File: src/rtl/adc_serial_rx_pkg.sv
// Shared constants and FSM state encoding for the serial current-sense ADC receiver.
package adc_pkg;

   localparam int unsigned ADC_DATA_W = 10;
   localparam logic [ADC_DATA_W-1:0] ADC_MIDSCALE = 10'd512;

   // Fixed frame: 4 leading zeros, 10 data bits MSB first, 2 trailing zeros.
   localparam int unsigned FRAME_BITS = 16;
   localparam int unsigned LEAD_BITS  = 4;
   localparam int unsigned TRAIL_BITS = 2;

   localparam int unsigned ERR_CNT_W = 8;

   typedef logic [1:0] adc_state_t;
   localparam adc_state_t ST_IDLE    = 2'd0;
   localparam adc_state_t ST_CONVERT = 2'd1;
   localparam adc_state_t ST_QUIET   = 2'd2;

endpackage

File: src/rtl/adc_serial_rx_if.sv
// ADC pin and parallel-result bundle; master is the receiver, slave the ADC/consumer side.
interface adc_serial_rx_if;
   import adc_pkg::*;

   logic                  enable;
   logic                  adc_sdata;
   logic                  adc_cs_n;
   logic                  adc_sclk;
   logic [ADC_DATA_W-1:0] adc_dout;
   logic                  sample_valid;
   logic                  frame_err;
   logic [ERR_CNT_W-1:0]  err_count;

   modport master (
      input  enable, adc_sdata,
      output adc_cs_n, adc_sclk, adc_dout, sample_valid, frame_err, err_count
   );

   modport slave (
      output enable, adc_sdata,
      input  adc_cs_n, adc_sclk, adc_dout, sample_valid, frame_err, err_count
   );

endinterface

File: src/rtl/adc_sclk_gen.sv
// SCLK generator: half-period divider, glitch-free registered SCLK and rising-edge count.
module adc_sclk_gen import adc_pkg::*; #(
   parameter int unsigned CLK_DIV = 4
) (
   input  logic clk,
   input  logic rst_n,
   input  logic start,
   output logic sclk,
   output logic busy,
   output logic rise
);

   localparam int unsigned DIV_W  = $clog2(CLK_DIV);
   localparam int unsigned HALF_W = $clog2(2 * FRAME_BITS);
   localparam logic [DIV_W-1:0]  DIV_LAST  = DIV_W'(CLK_DIV - 1);
   localparam logic [HALF_W-1:0] HALF_LAST = HALF_W'(2 * FRAME_BITS - 1);

   logic [DIV_W-1:0]  div_q, div_d;
   logic [HALF_W-1:0] half_q, half_d;
   logic              sclk_q, sclk_d;
   logic              busy_q, busy_d;
   logic              tick;

   assign tick = busy_q && (div_q == DIV_LAST);
   // Even half index drives SCLK low, odd index is a rising edge.
   assign rise = tick && half_q[0];

   always_comb begin
      div_d  = div_q;
      half_d = half_q;
      sclk_d = sclk_q;
      busy_d = busy_q;
      if (start) begin
         div_d  = '0;
         half_d = '0;
         sclk_d = 1'b1;
         busy_d = 1'b1;
      end else if (tick) begin
         div_d  = '0;
         half_d = half_q + 1'b1;
         sclk_d = half_q[0];
         if (half_q == HALF_LAST) begin
            busy_d = 1'b0;
         end
      end else if (busy_q) begin
         div_d = div_q + 1'b1;
      end
   end

   always_ff @(posedge clk or negedge rst_n) begin
      if (!rst_n) begin
         div_q  <= '0;
         half_q <= '0;
         sclk_q <= 1'b1;
         busy_q <= 1'b0;
      end else begin
         div_q  <= div_d;
         half_q <= half_d;
         sclk_q <= sclk_d;
         busy_q <= busy_d;
      end
   end

   assign sclk = sclk_q;
   assign busy = busy_q;

endmodule

File: src/rtl/adc_serial_rx.sv
// Continuous 16-bit-frame serial ADC receiver feeding the over-current detector.
// Optional ADC_ERR_HOLD_EN: errored frames keep the previous code and suppress sample_valid.
module adc_serial_rx import adc_pkg::*; #(
   parameter int unsigned CLK_DIV      = 4,
   parameter int unsigned QUIET_CYCLES = 2
) (
   input  logic            clk,
   input  logic            rst_n,
   adc_serial_rx_if.master bus
);

   localparam int unsigned QW = $clog2(QUIET_CYCLES + 1);
   localparam logic [QW-1:0] QUIET_LAST = QW'(QUIET_CYCLES - 1);
   localparam logic [ERR_CNT_W-1:0] ERR_MAX = '1;

   adc_state_t            state_q, state_d;
   logic [FRAME_BITS-1:0] shift_q, shift_d;
   logic [QW-1:0]         quiet_q, quiet_d;
   logic                  cs_n_q, cs_n_d;
   logic [ADC_DATA_W-1:0] dout_q, dout_d;
   logic                  valid_q, valid_d;
   logic                  ferr_q, ferr_d;
   logic [ERR_CNT_W-1:0]  cnt_q, cnt_d;
   logic                  start, busy, rise, sclk;
   logic                  frame_bad;
   logic [ADC_DATA_W-1:0] frame_code;
   logic                  unused_trail;

   adc_sclk_gen #(
      .CLK_DIV(CLK_DIV)
   ) u_sclk_gen (
      .clk  (clk),
      .rst_n(rst_n),
      .start(start),
      .sclk (sclk),
      .busy (busy),
      .rise (rise)
   );

   assign frame_bad    = |shift_q[FRAME_BITS-1 -: LEAD_BITS];
   assign frame_code   = shift_q[TRAIL_BITS +: ADC_DATA_W];
   assign unused_trail = ^shift_q[TRAIL_BITS-1:0];

   always_comb begin
      start   = 1'b0;
      state_d = state_q;
      shift_d = shift_q;
      quiet_d = quiet_q;
      cs_n_d  = cs_n_q;
      dout_d  = dout_q;
      valid_d = 1'b0;
      ferr_d  = 1'b0;
      cnt_d   = cnt_q;
      case (state_q)
         ST_IDLE: begin
            if (bus.enable) begin
               start   = 1'b1;
               cs_n_d  = 1'b0;
               state_d = ST_CONVERT;
            end
         end
         ST_CONVERT: begin
            if (rise) begin
               shift_d = {shift_q[FRAME_BITS-2:0], bus.adc_sdata};
            end
            // Generator drops busy in the cycle after the last rising edge.
            if (!busy) begin
               cs_n_d  = 1'b1;
               quiet_d = '0;
               state_d = ST_QUIET;
               ferr_d  = frame_bad;
               if (frame_bad && (cnt_q != ERR_MAX)) begin
                  cnt_d = cnt_q + 1'b1;
               end
`ifdef ADC_ERR_HOLD_EN
               if (!frame_bad) begin
                  dout_d  = frame_code;
                  valid_d = 1'b1;
               end
`else
               dout_d  = frame_code;
               valid_d = 1'b1;
`endif
            end
         end
         ST_QUIET: begin
            if (quiet_q == QUIET_LAST) begin
               if (bus.enable) begin
                  start   = 1'b1;
                  cs_n_d  = 1'b0;
                  state_d = ST_CONVERT;
               end else begin
                  state_d = ST_IDLE;
               end
            end else begin
               quiet_d = quiet_q + 1'b1;
            end
         end
         default: state_d = ST_IDLE;
      endcase
   end

   always_ff @(posedge clk or negedge rst_n) begin
      if (!rst_n) begin
         state_q <= ST_IDLE;
         shift_q <= '0;
         quiet_q <= '0;
         cs_n_q  <= 1'b1;
         dout_q  <= ADC_MIDSCALE;
         valid_q <= 1'b0;
         ferr_q  <= 1'b0;
         cnt_q   <= '0;
      end else begin
         state_q <= state_d;
         shift_q <= shift_d;
         quiet_q <= quiet_d;
         cs_n_q  <= cs_n_d;
         dout_q  <= dout_d;
         valid_q <= valid_d;
         ferr_q  <= ferr_d;
         cnt_q   <= cnt_d;
      end
   end

   assign bus.adc_cs_n     = cs_n_q;
   assign bus.adc_sclk     = sclk;
   assign bus.adc_dout     = dout_q;
   assign bus.sample_valid = valid_q;
   assign bus.frame_err    = ferr_q;
   assign bus.err_count    = cnt_q;

endmodule

File: src/flat_wrapper.sv
// flat-port wrapper written by rule: the top's interface ports become plain ports
module adc_serial_rx_flat import adc_pkg::*;
#(
   parameter int unsigned CLK_DIV      = 4,
   parameter int unsigned QUIET_CYCLES = 2
)
  (clk, rst_n, bus_enable, bus_adc_sdata, bus_adc_cs_n, bus_adc_sclk, bus_adc_dout, bus_sample_valid, bus_frame_err, bus_err_count);
  adc_serial_rx_if bus_i ();
  input  logic clk;
  input  logic rst_n;
  input wire logic [$bits(bus_i.enable)-1:0] bus_enable;
  input wire logic [$bits(bus_i.adc_sdata)-1:0] bus_adc_sdata;
  output wire logic [$bits(bus_i.adc_cs_n)-1:0] bus_adc_cs_n;
  output wire logic [$bits(bus_i.adc_sclk)-1:0] bus_adc_sclk;
  output wire logic [$bits(bus_i.adc_dout)-1:0] bus_adc_dout;
  output wire logic [$bits(bus_i.sample_valid)-1:0] bus_sample_valid;
  output wire logic [$bits(bus_i.frame_err)-1:0] bus_frame_err;
  output wire logic [$bits(bus_i.err_count)-1:0] bus_err_count;
  assign bus_i.enable = bus_enable;
  assign bus_i.adc_sdata = bus_adc_sdata;
  assign bus_adc_cs_n = bus_i.adc_cs_n;
  assign bus_adc_sclk = bus_i.adc_sclk;
  assign bus_adc_dout = bus_i.adc_dout;
  assign bus_sample_valid = bus_i.sample_valid;
  assign bus_frame_err = bus_i.frame_err;
  assign bus_err_count = bus_i.err_count;
  adc_serial_rx #(.CLK_DIV(CLK_DIV), .QUIET_CYCLES(QUIET_CYCLES)) u_core (.clk(clk), .rst_n(rst_n), .bus(bus_i));
endmodule
File: config.mk
export PLATFORM = sky130hd
export DESIGN_NAME = adc_serial_rx_flat
export DESIGN_NICKNAME = d
export VERILOG_FILES = /design/src/rtl/adc_serial_rx_pkg.sv /design/src/rtl/adc_serial_rx_if.sv /design/src/rtl/adc_sclk_gen.sv /design/src/rtl/adc_serial_rx.sv /design/src/flat_wrapper.sv
export SDC_FILE = /design/constraint.sdc
export NUM_CORES = 1
export LEC_CHECK = 0
export BUFFER_PORTS_ARGS = -buffer_cell sky130_fd_sc_hd__buf_2
export CORE_ASPECT_RATIO = 1.25
export CORE_UTILIZATION = 50
export CTS_CLUSTER_SIZE = 8
export DETAILED_ROUTE_END_ITERATION = 8
export PLACE_DENSITY = 0.76
export RECOVER_POWER = 50
export REMOVE_ABC_BUFFERS = 1
export SLEW_MARGIN = 20
export SYNTH_ARGS = -nofsm -noshare
export SYNTH_HDL_FRONTEND = slang
export SYNTH_HIERARCHICAL = 1
export SYNTH_SLANG_ARGS = --single-unit
export TNS_END_PERCENT = 50
File: constraint.sdc
create_clock -name clk -period 3.4 [get_ports clk]
set_input_delay 0 -clock clk [delete_from_list [all_inputs] [get_ports clk]]
set_output_delay 0 -clock clk [all_outputs]
set_load 0.05 [all_outputs]
* Word-level counts from Yosys, hierarchy flattened
Index checks and enable logic that the tools add are counted.
** Word-level totals
- Register bits after elaboration :: 50
- Output and inout bits :: 22
- Word-level logic and storage cells :: 73
** Operators by class
- Add/subtract/negate cells :: 4
- Eq/ne operators :: 10
- Mux-type cells :: 29
- Bitwise gates (word level) :: 1
- Reductions and logical operators :: 17
** Operators with widths (count)
- 2-bit 2-to-1 mux :: 8
- 1-bit 2-to-1 mux :: 15
- 3-bit AND reduction :: 4
- 5-bit 2-to-1 mux :: 2
- 8-bit by 1-bit adder with 8-bit output (second input constant) :: 1
- 8-bit inequality test (second input constant) :: 1
- 2-bit inequality test (second input constant) :: 3
- 2-bit case mux with 3 select lines :: 1
- 2-bit AND reduction :: 3
- 2-bit nonzero test :: 3
- 3-bit nonzero test :: 2
- 5-bit by 1-bit adder with 5-bit output (second input constant) :: 1
- 5-bit == test (second input constant) :: 1
- 2-bit by 1-bit adder with 2-bit output (second input constant) :: 2
- 2-bit by 1-bit == test with 1-bit output (second input constant) :: 2
- 2-bit == test (second input constant) :: 2
- 2-bit case mux with 2 select lines :: 1
- 4-bit OR reduction :: 1
- 1-bit logical AND :: 3
- 1-bit case mux with 3 select lines :: 1
- 2-bit zero test :: 1
- 2-bit by 1-bit inequality test with 1-bit output (second input constant) :: 1
- 1-bit case mux with 2 select lines :: 1
- 1-bit NOT :: 1

* Logic depth before layout (Yosys ltp)
Gate-level depths: netlist (run 1).
- Word-level depth :: 5
- Gate-level depth with buffers :: 7
- Mapped depth without buffers :: 6

* Modules after synthesis
Netlist (run 1), hierarchy kept.
** Modules (own cells, without submodules)
- adc_serial_rx :: instances 1, cells an instance 138, area each 1654.1 um^2, sequential area each 1028.5 um^2
- adc_sclk_gen :: instances 1, cells an instance 39, area each 447.9 um^2, sequential area each 226.5 um^2

* Worst setup path before layout (run 1)
No wires, ideal clock.
- Path type :: register -> register
- Start :: register u_core.cnt_q[0] (netlist: u_core/bus.err_count[0])
- End :: register u_core.cnt_q[3] (netlist: u_core/bus.err_count[3])
- Arrival time :: 1.740 ns
- Data required time :: 3.257 ns
- Slack :: 1.517 ns
- Cell stages (with the launch flop) :: 6
- Buffers on the path :: 0
- Cells stage by stage :: dfrtp_1 -> ha_1 -> and3_1 -> a211oi_2 -> nand4_1 -> xnor2_1
** On the way
- Longest elaborated chain between the ends :: 3
- Elaborated cells between the ends (all ways) :: 4
- Classes of those cells :: add/sub (1); eq/ne (1); reduce/logical (2)
** RTL lines
- start: declaration :: RTL line adc_serial_rx.sv:23 : logic [ERR_CNT_W-1:0] cnt_q, cnt_d;
- start signal: assignment :: RTL line adc_serial_rx.sv:121 : cnt_q <= cnt_d;
- branches (longest 3 deep; another with 8-bit by 1-bit adder with 8-bit output)
Several ways; the timed one is not identified.
A chain may end at the register's enable or synchronous reset.

* Worst setup path in the final report (run 1)
- Start :: register u_core.u_sclk_gen.busy_q (netlist: u_core/u_sclk_gen/busy)
- End :: register u_core.cnt_q[3] (netlist: u_core/bus.err_count[3])
** On the way
- Longest elaborated chain between the ends :: 2
** RTL lines
- start: declaration :: RTL line adc_sclk_gen.sv:21 : logic busy_q, busy_d;
- start signal: assignment :: RTL line adc_sclk_gen.sv:60 : busy_q <= busy_d;
- 1-bit NOT (no source line)
- 3-bit AND reduction (no source line)
Every way passes these cells.

==> flow_summary.yaml, run 1 <==
route:
  routed-via-count: 1310
  vias_per_cell: 5.00
  drcViolationCount: 0
  first_pass_iters: 5
  antenna_left: 0
  routed_wl_mm: 3.18
  drtIter0Drc: 51
  routedWlPerCell_um: 12.2
setup_path:
  max_stage_delay_ps: 660
  timing.rr.start: "u_core/u_sclk_gen/busy"
  cp_max_fo: 16
  slowest_stage: "or3b_1"
  cp-endpoint: "u_core/bus.err_count[3]"
  worstReg2RegEnd: "u_core/bus.err_count[3]"
  critPathCaptureType: "register"
  cp-startpoint: "u_core/u_sclk_gen/busy"
  reg2reg_slack_ps: 1400
  path_cells: "or3b_1, a211oi_2, nand4_1, xnor2_1"
  worst-setup-path-type: "reg -> reg"
  required_ps: 3590
  arrival_ps: 2190
  reg2reg_depth: 4
  worstSetupStartpointType: "register"
pwr:
  power_density_nw_per_um2: 594
  internal-power_mw: 0.974
  seqPwrFrac_pct: 54.0
  peakVddDrop_uv: 335
  p_leak_nw: 1.19
  totalPowerFinal_mw: 1.40
  sw_frac_of_total_pct: 30.3
  power_frac_comb_pct: 22.2
  pwr-share-clk_pct: 23.7
  p_switching_mw: 0.424
status:
  status: "completed"
clocking:
  clock-root-buffer: "clkbuf_8"
  postCtsSetupBuffers: 0
  clk_latency_ps: 300
  cts_max_level: 2
  cts_made_buffers: 5
  cts_tree: "yes"
  clk_pin_slew_ps: 90
  cts_num_sinks: 50
  clockBufferDepth: 2
sta:
  setup_ws_ps: 1400
  clock.fmax_mhz: 500
  period_minus_slack_ps: 2000
  rsz0062_at_grt: "no"
  whs_ps: 251
  finalSetupViolCount: 0
  fin_crit_sh_pct: 58.8
  skew_ps: 11.4
  worst_pin_slew_ps: 651
  setup_tns_ps: 0
  maxSlewViolCount: 0
  slew_headroom_pct: 56.5
  finalHoldViolCount: 0
place:
  place_area_um2: 2260
  numPortBuffers: 25
  gp_congestion: 0.767
  dp_hpwl_mm: 2.14
  post-place-ws_ps: 1390
yosys:
  syn_inst: 177
  synth-seq-cells: 50
  synthXorXnorAreaFrac_pct: 4.17
  avgSynthCellArea_um2: 11.9
  synth_compound_area_share_pct: 4.76
  syn_area_um2: 2100
  synthFlopType: "dfrtp_1"
  synth_top_family_by_area: "simple AND/OR/NAND/NOR gates"
  async_flop_share_pct: 100
  synth.distinct_cells: 38
  synthAdderAreaFrac_pct: 2.98
  synth_edf_count: 0
  yosysSeqAreaShare_pct: 59.7
  yosysWarningCount: 6
  synthMuxAreaShare_pct: 9.76
  synthSimpleGateAreaFrac_pct: 16.4
layout:
  multi_input_area_um2: 800
  stdcell_area_um2: 2360
  fill_cells: 353
  antenna_cells: 0
  syn2layout_area_growth_pct: 12.1
  seq_area_um2: 1250
  fin_nets: 214
  drive_above_1_share_pct: 22.3
global_routing:
  grt_pass1_vias: 1284
  grt_pass1_wl_mm: 5.57
  met3_usage_pct: 6.26
  grt_util_met1_pct: 21.1
  grt.busiest_layer: "met2"
  use_met2_pct: 27.2
  grt.overflow.total: 0
  antenna_found_initial: 0
  grt_use_total_pct: 17.2
  grt_max_degree: 51
die:
  rows: 26
  core_area_um2: 4070
  die_area_um2: 4470
  die_y_um: 74.5
  initial_core_util_pct: 51.7
  dieWidth_um: 60.0
  ioPinCount: 26
worst_hold_path:
  hp-class: "in -> async"
run:
  max_cap_viol_count: 0
-- cells in the mapped netlist, drive strengths merged, types with 2 or more instances --
library cell / number / area share (%)
a211o: 2 / 1.3
a21o: 2 / 0.77
a21oi: 4 / 0.95
and3: 3 / 1.1
buf: 4 / 1.4
clkbuf: 2 / 0.36
dfrtp: 47 / 56
dfstp: 3 / 3.8
ha: 5 / 3.0
inv: 3 / 0.54
mux2: 17 / 9.3
nand2: 41 / 7.3
nand2b: 2 / 0.60
nand3: 7 / 1.9
nand4: 2 / 0.60
nor2: 9 / 1.6
nor3: 2 / 0.95
o21ai: 3 / 0.71
xnor2: 6 / 2.5
xor2: 4 / 1.7
-- layout by cell type, fill, tap and decap left out, types with 3 or more instances in the layout --
| cell type | instances |
|---|---|
| a21oi_1 | 4 |
| buf_2 | 13 |
| clkbuf_1 | 12 |
| clkbuf_8 | 5 |
| dfrtp_1 | 47 |
| dfstp_2 | 3 |
| ha_1 | 5 |
| mux2_1 | 5 |
| mux2_2 | 11 |
| nand2_1 | 41 |
| nand3_1 | 6 |
| nor2_1 | 9 |
| o21ai_0 | 3 |
| xnor2_1 | 6 |
| xor2_1 | 4 |
-- registers in the layout, indices dropped and copies added (netlist names) --
name	flops
u_core/bus.adc_cs_n	1
u_core/bus.sample_valid	1
u_core/u_sclk_gen/busy	1
u_core/u_sclk_gen/div_q	2
u_core/bus.frame_err	1
u_core/bus.adc_dout	10
u_core/u_sclk_gen/half_q	5
u_core/state_q	2
u_core/quiet_q	2
u_core/bus.err_count	8
u_core/u_sclk_gen/sclk	1
u_core/shift_q	16
-- cell type report --
type / count / share of cell area, %
clock buffers: 6 / 3.08
clock inverters: 2 / 0.584
inverters: 3 / 0.478
multi-input cells: 118 / 33.9
flip-flops and latches: 50 / 53.3
well taps: 56 / 2.97
repair buffers: 27 / 5.68
-- metal layers --
| metal | up-vias | routed length [µm] |
|---|---|---|
| met3 | 2 | 136 |
| met1 | 634 | 1480 |
| met4 | 0 | 22 |
| li1 | 649 | - |
| met2 | 25 | 1540 |
| met5 | - | 0 |
-- stage by stage --
step           util, %  instances
3_3_place_gp      55.6        252
5_1_grt           57.9        262
2_1_floorplan        -        171
4_1_cts           58.2        262
6_report          57.9        262
3_5_place_dp      55.6        252
-- power by group through the flow --
stage | Combinational [mW] | Clock (mW) | Sequential (mW)
final | 0.311 | 0.332 | 0.756
after global routing | 0.353 | 0.368 | 0.772
after detailed placement | 0.317 | 0 | 0.768
after CTS | 0.318 | 0.345 | 0.757
after global placement | 0.308 | 0 | 0.764
after floorplan | 0.198 | 0 | 0.809
-- cell families (layout without fill, tap and decap cells) --
logic type	after synthesis	after routing
buf+inv	9	38
flops	50	50
mux	18	18
xor+xnor	10	10
fa+ha+maj	5	5
compound gates	13	13
simple gates	72	72
-- critical path, delay by kind of cell, from the launching register on --
family	cells	cell delay (ps)
simple gates	2	820
flops	1	500
compound gates	1	440
xor+xnor	1	140
-- what timing repair did --
item                      CTS  global route
gates resized for setup     0             0
hold buffers                2             0
hold endpoints to repair   48             0
-- worst min path at each step --
stage | from | endpoint | slack, ps | depth (start not counted)
floorplan | rst_n | u_core/bus.adc_dout[0] | -300 | 0
global placement | bus_adc_sdata | u_core/shift_q[0] | 210 | 2
detailed placement | bus_adc_sdata | u_core/shift_q[0] | 230 | 2
CTS | bus_enable | u_core/u_sclk_gen/div_q[0] | 260 | 3
global route | bus_enable | u_core/u_sclk_gen/div_q[0] | 270 | 3
finish | rst_n | u_core/bus.err_count[4] | 250 | 2
No activity file was read; power rests on OpenSTA's default activity.
==> run 2, diff against run 1 <==
Clock period 3.4 ns to 2 ns, I/O delays scaled along.
==> run 2 against run 1 <==
Compared with the run above:
- sequential share of layout area down 1.6 points
- critical endpoint unchanged
- sequential power up 69%
- final cell count grew 2.7%
- largest power group unchanged
- first-iteration DRC count increased by 31%
- routed wire length rose by 3.7%
- global-route usage rose by 0.23 points
- non-clock buffer count is 7 higher
==> flow_summary.yaml, run 2 (synthesis gave the netlist of run 1 again) <==
layout:
  fin_nets: 221
  fin_cells: 269
  final_common_cell: "dfrtp_1"
  antenna_cells: 0
  syn2layout_area_growth_pct: 15.5
  largest-register: "u_core/shift_q"
  largest_reg_flops: 16
  drive_above_1_share_pct: 24.9
  layout_common_cells: "dfrtp_1 (47), nand2_1 (41), buf_2 (13)"
sta:
  period_minus_slack_ps: 1700
  setup_tns_ps: 0
  finalHoldViolCount: 0
  setup_ws_ps: 296
  worst_pin_slew_ps: 1370
  maxSlewViolCount: 0
  finalSetupViolCount: 0
  rsz0062_at_grt: "no"
  slew_headroom_pct: 8.77
  fin_crit_sh_pct: 85.2
  clock.fmax_mhz: 587
  skew_ps: 6.09
die:
  dieWidth_um: 60.0
  ioPinCount: 26
  rows: 26
  die_y_um: 74.5
  initial_core_util_pct: 51.7
  core_area_um2: 4070
  die_area_um2: 4470
pwr:
  p_leak_nw: 1.22
  peakVddDrop_uv: 983
  totalPowerFinal_mw: 2.53
  power_density_nw_per_um2: 1040
place:
  place_inst: 259
  dp_hpwl_mm: 2.32
  post-place-ws_ps: 330
  gp_congestion: 0.782
  numPortBuffers: 25
setup_path:
  cp-startpoint: "u_core/bus.err_count[0]"
  critPathCaptureType: "register"
  reg2reg_slack_ps: 300
  path_cells: "ha_1, and3_1, a211oi_2, nand4_1, xnor2_1"
  worstSetupStartpointType: "register"
  cp_max_fo: 5
  max_stage_delay_ps: 440
  reg2reg_depth: 5
  required_ps: 2190
  worst-setup-path-type: "reg -> reg"
  slowest_stage: "dfrtp_1"
  cp-endpoint: "u_core/bus.err_count[3]"
  crit_family: "flip-flops"
  worstReg2RegEnd: "u_core/bus.err_count[3]"
  arrival_ps: 1890
  timing.rr.start: "u_core/bus.err_count[0]"
  cp_num_buf_inv: 0
  cp_num_cells: 5
global_routing:
  grt_max_degree: 28
  grt.overflow.total: 0
  grt_use_total_pct: 17.4
  grt_pass1_vias: 1305
  antenna_found_initial: 0
  grt_pass1_wl_mm: 5.71
worst_hold_path:
  hp-class: "in -> reg"
  min-delay-start: "bus_enable"
run:
  max_cap_viol_count: 0
clocking:
  cts_resized: 0
  cts_tree: "yes"
  clock-root-buffer: "clkbuf_8"
  clk_latency_ps: 300
  clockBufferDepth: 2
  cts_max_level: 2
  clk_pin_slew_ps: 90
  cts_made_buffers: 5
  cts_num_sinks: 50
  postCtsSetupBuffers: 0
route:
  antenna_left: 0
  first_pass_iters: 2
  drtIter0Drc: 67
  routed_wl_mm: 3.30
  drcViolationCount: 0
  routed-via-count: 1337
  vias_per_cell: 4.97
  routedWlPerCell_um: 12.3
status:
  status: "completed"
## run 2: changes by cell type in the layout (fill, tap and decap cells not counted), sizes merged
cell	change
clkinvlp	+2
clkinv	-1
bufinv	+1
clkbuf	+2
inv	-1
buf	+4
## run 2: stage by stage
step           cell area, µm²  hold WS [ps]  utilization (%)
4_1_cts                  2450          74.3             60.2
6_report                 2430          80.9             59.7
3_3_place_gp             2310          32.2             56.9
2_1_floorplan            2070          -296                -
5_1_grt                  2430          74.4             59.7
3_5_place_dp             2310          30.7             56.9
## run 2: report_power, final
group	internal, mW	switching [mW]
clock	0.372	0.333
sequential	1.18	0.104
combinational	0.239	0.305
## run 2: area by class of cell
type / count / area, µm²
clock inverter: 3 / 45.0
sequential: 50 / 1250
multi-input combinational: 118 / 800
clock buffer: 5 / 68.8
tap: 56 / 70.1
fill: 346 / 1640
inverter: 3 / 11.3
timing repair buffer: 34 / 178
## run 2: worst register-to-register path, cell delays in order (launching register included)
cell and delay [ps]:
dfrtp_1 440, ha_1 260, and3_1 220, a211oi_2 370, nand4_1 160, xnor2_1 140
## run 2: per-layer routing
| layer | vias to the layer above | wire length, µm | GRT usage, % |
|---|---|---|---|
| met5 | - | 0 | 0 |
| met4 | 0 | 65 | 9.04 |
| met3 | 6 | 113 | 4.87 |
| met2 | 24 | 1620 | 28.4 |
| met1 | 649 | 1500 | 21.0 |
| li1 | 658 | - | - |
## run 2: worst min-delay path by stage
stage	cells after the start	endpoint	slack [ps]
floorplan	0	u_core/bus.adc_dout[0]	-300
global placement	1	u_core/bus.err_count[4]	30
detailed placement	1	u_core/bus.err_count[3]	30
CTS	3	u_core/u_sclk_gen/half_q[2]	70
global route	3	u_core/u_sclk_gen/half_q[2]	70
finish	3	u_core/u_sclk_gen/half_q[2]	80
## run 2: what timing repair did
item,in CTS,in global routing
hold buffers,2,0
endpoints found under the setup margin,0,0
endpoints found under the hold margin,24,0
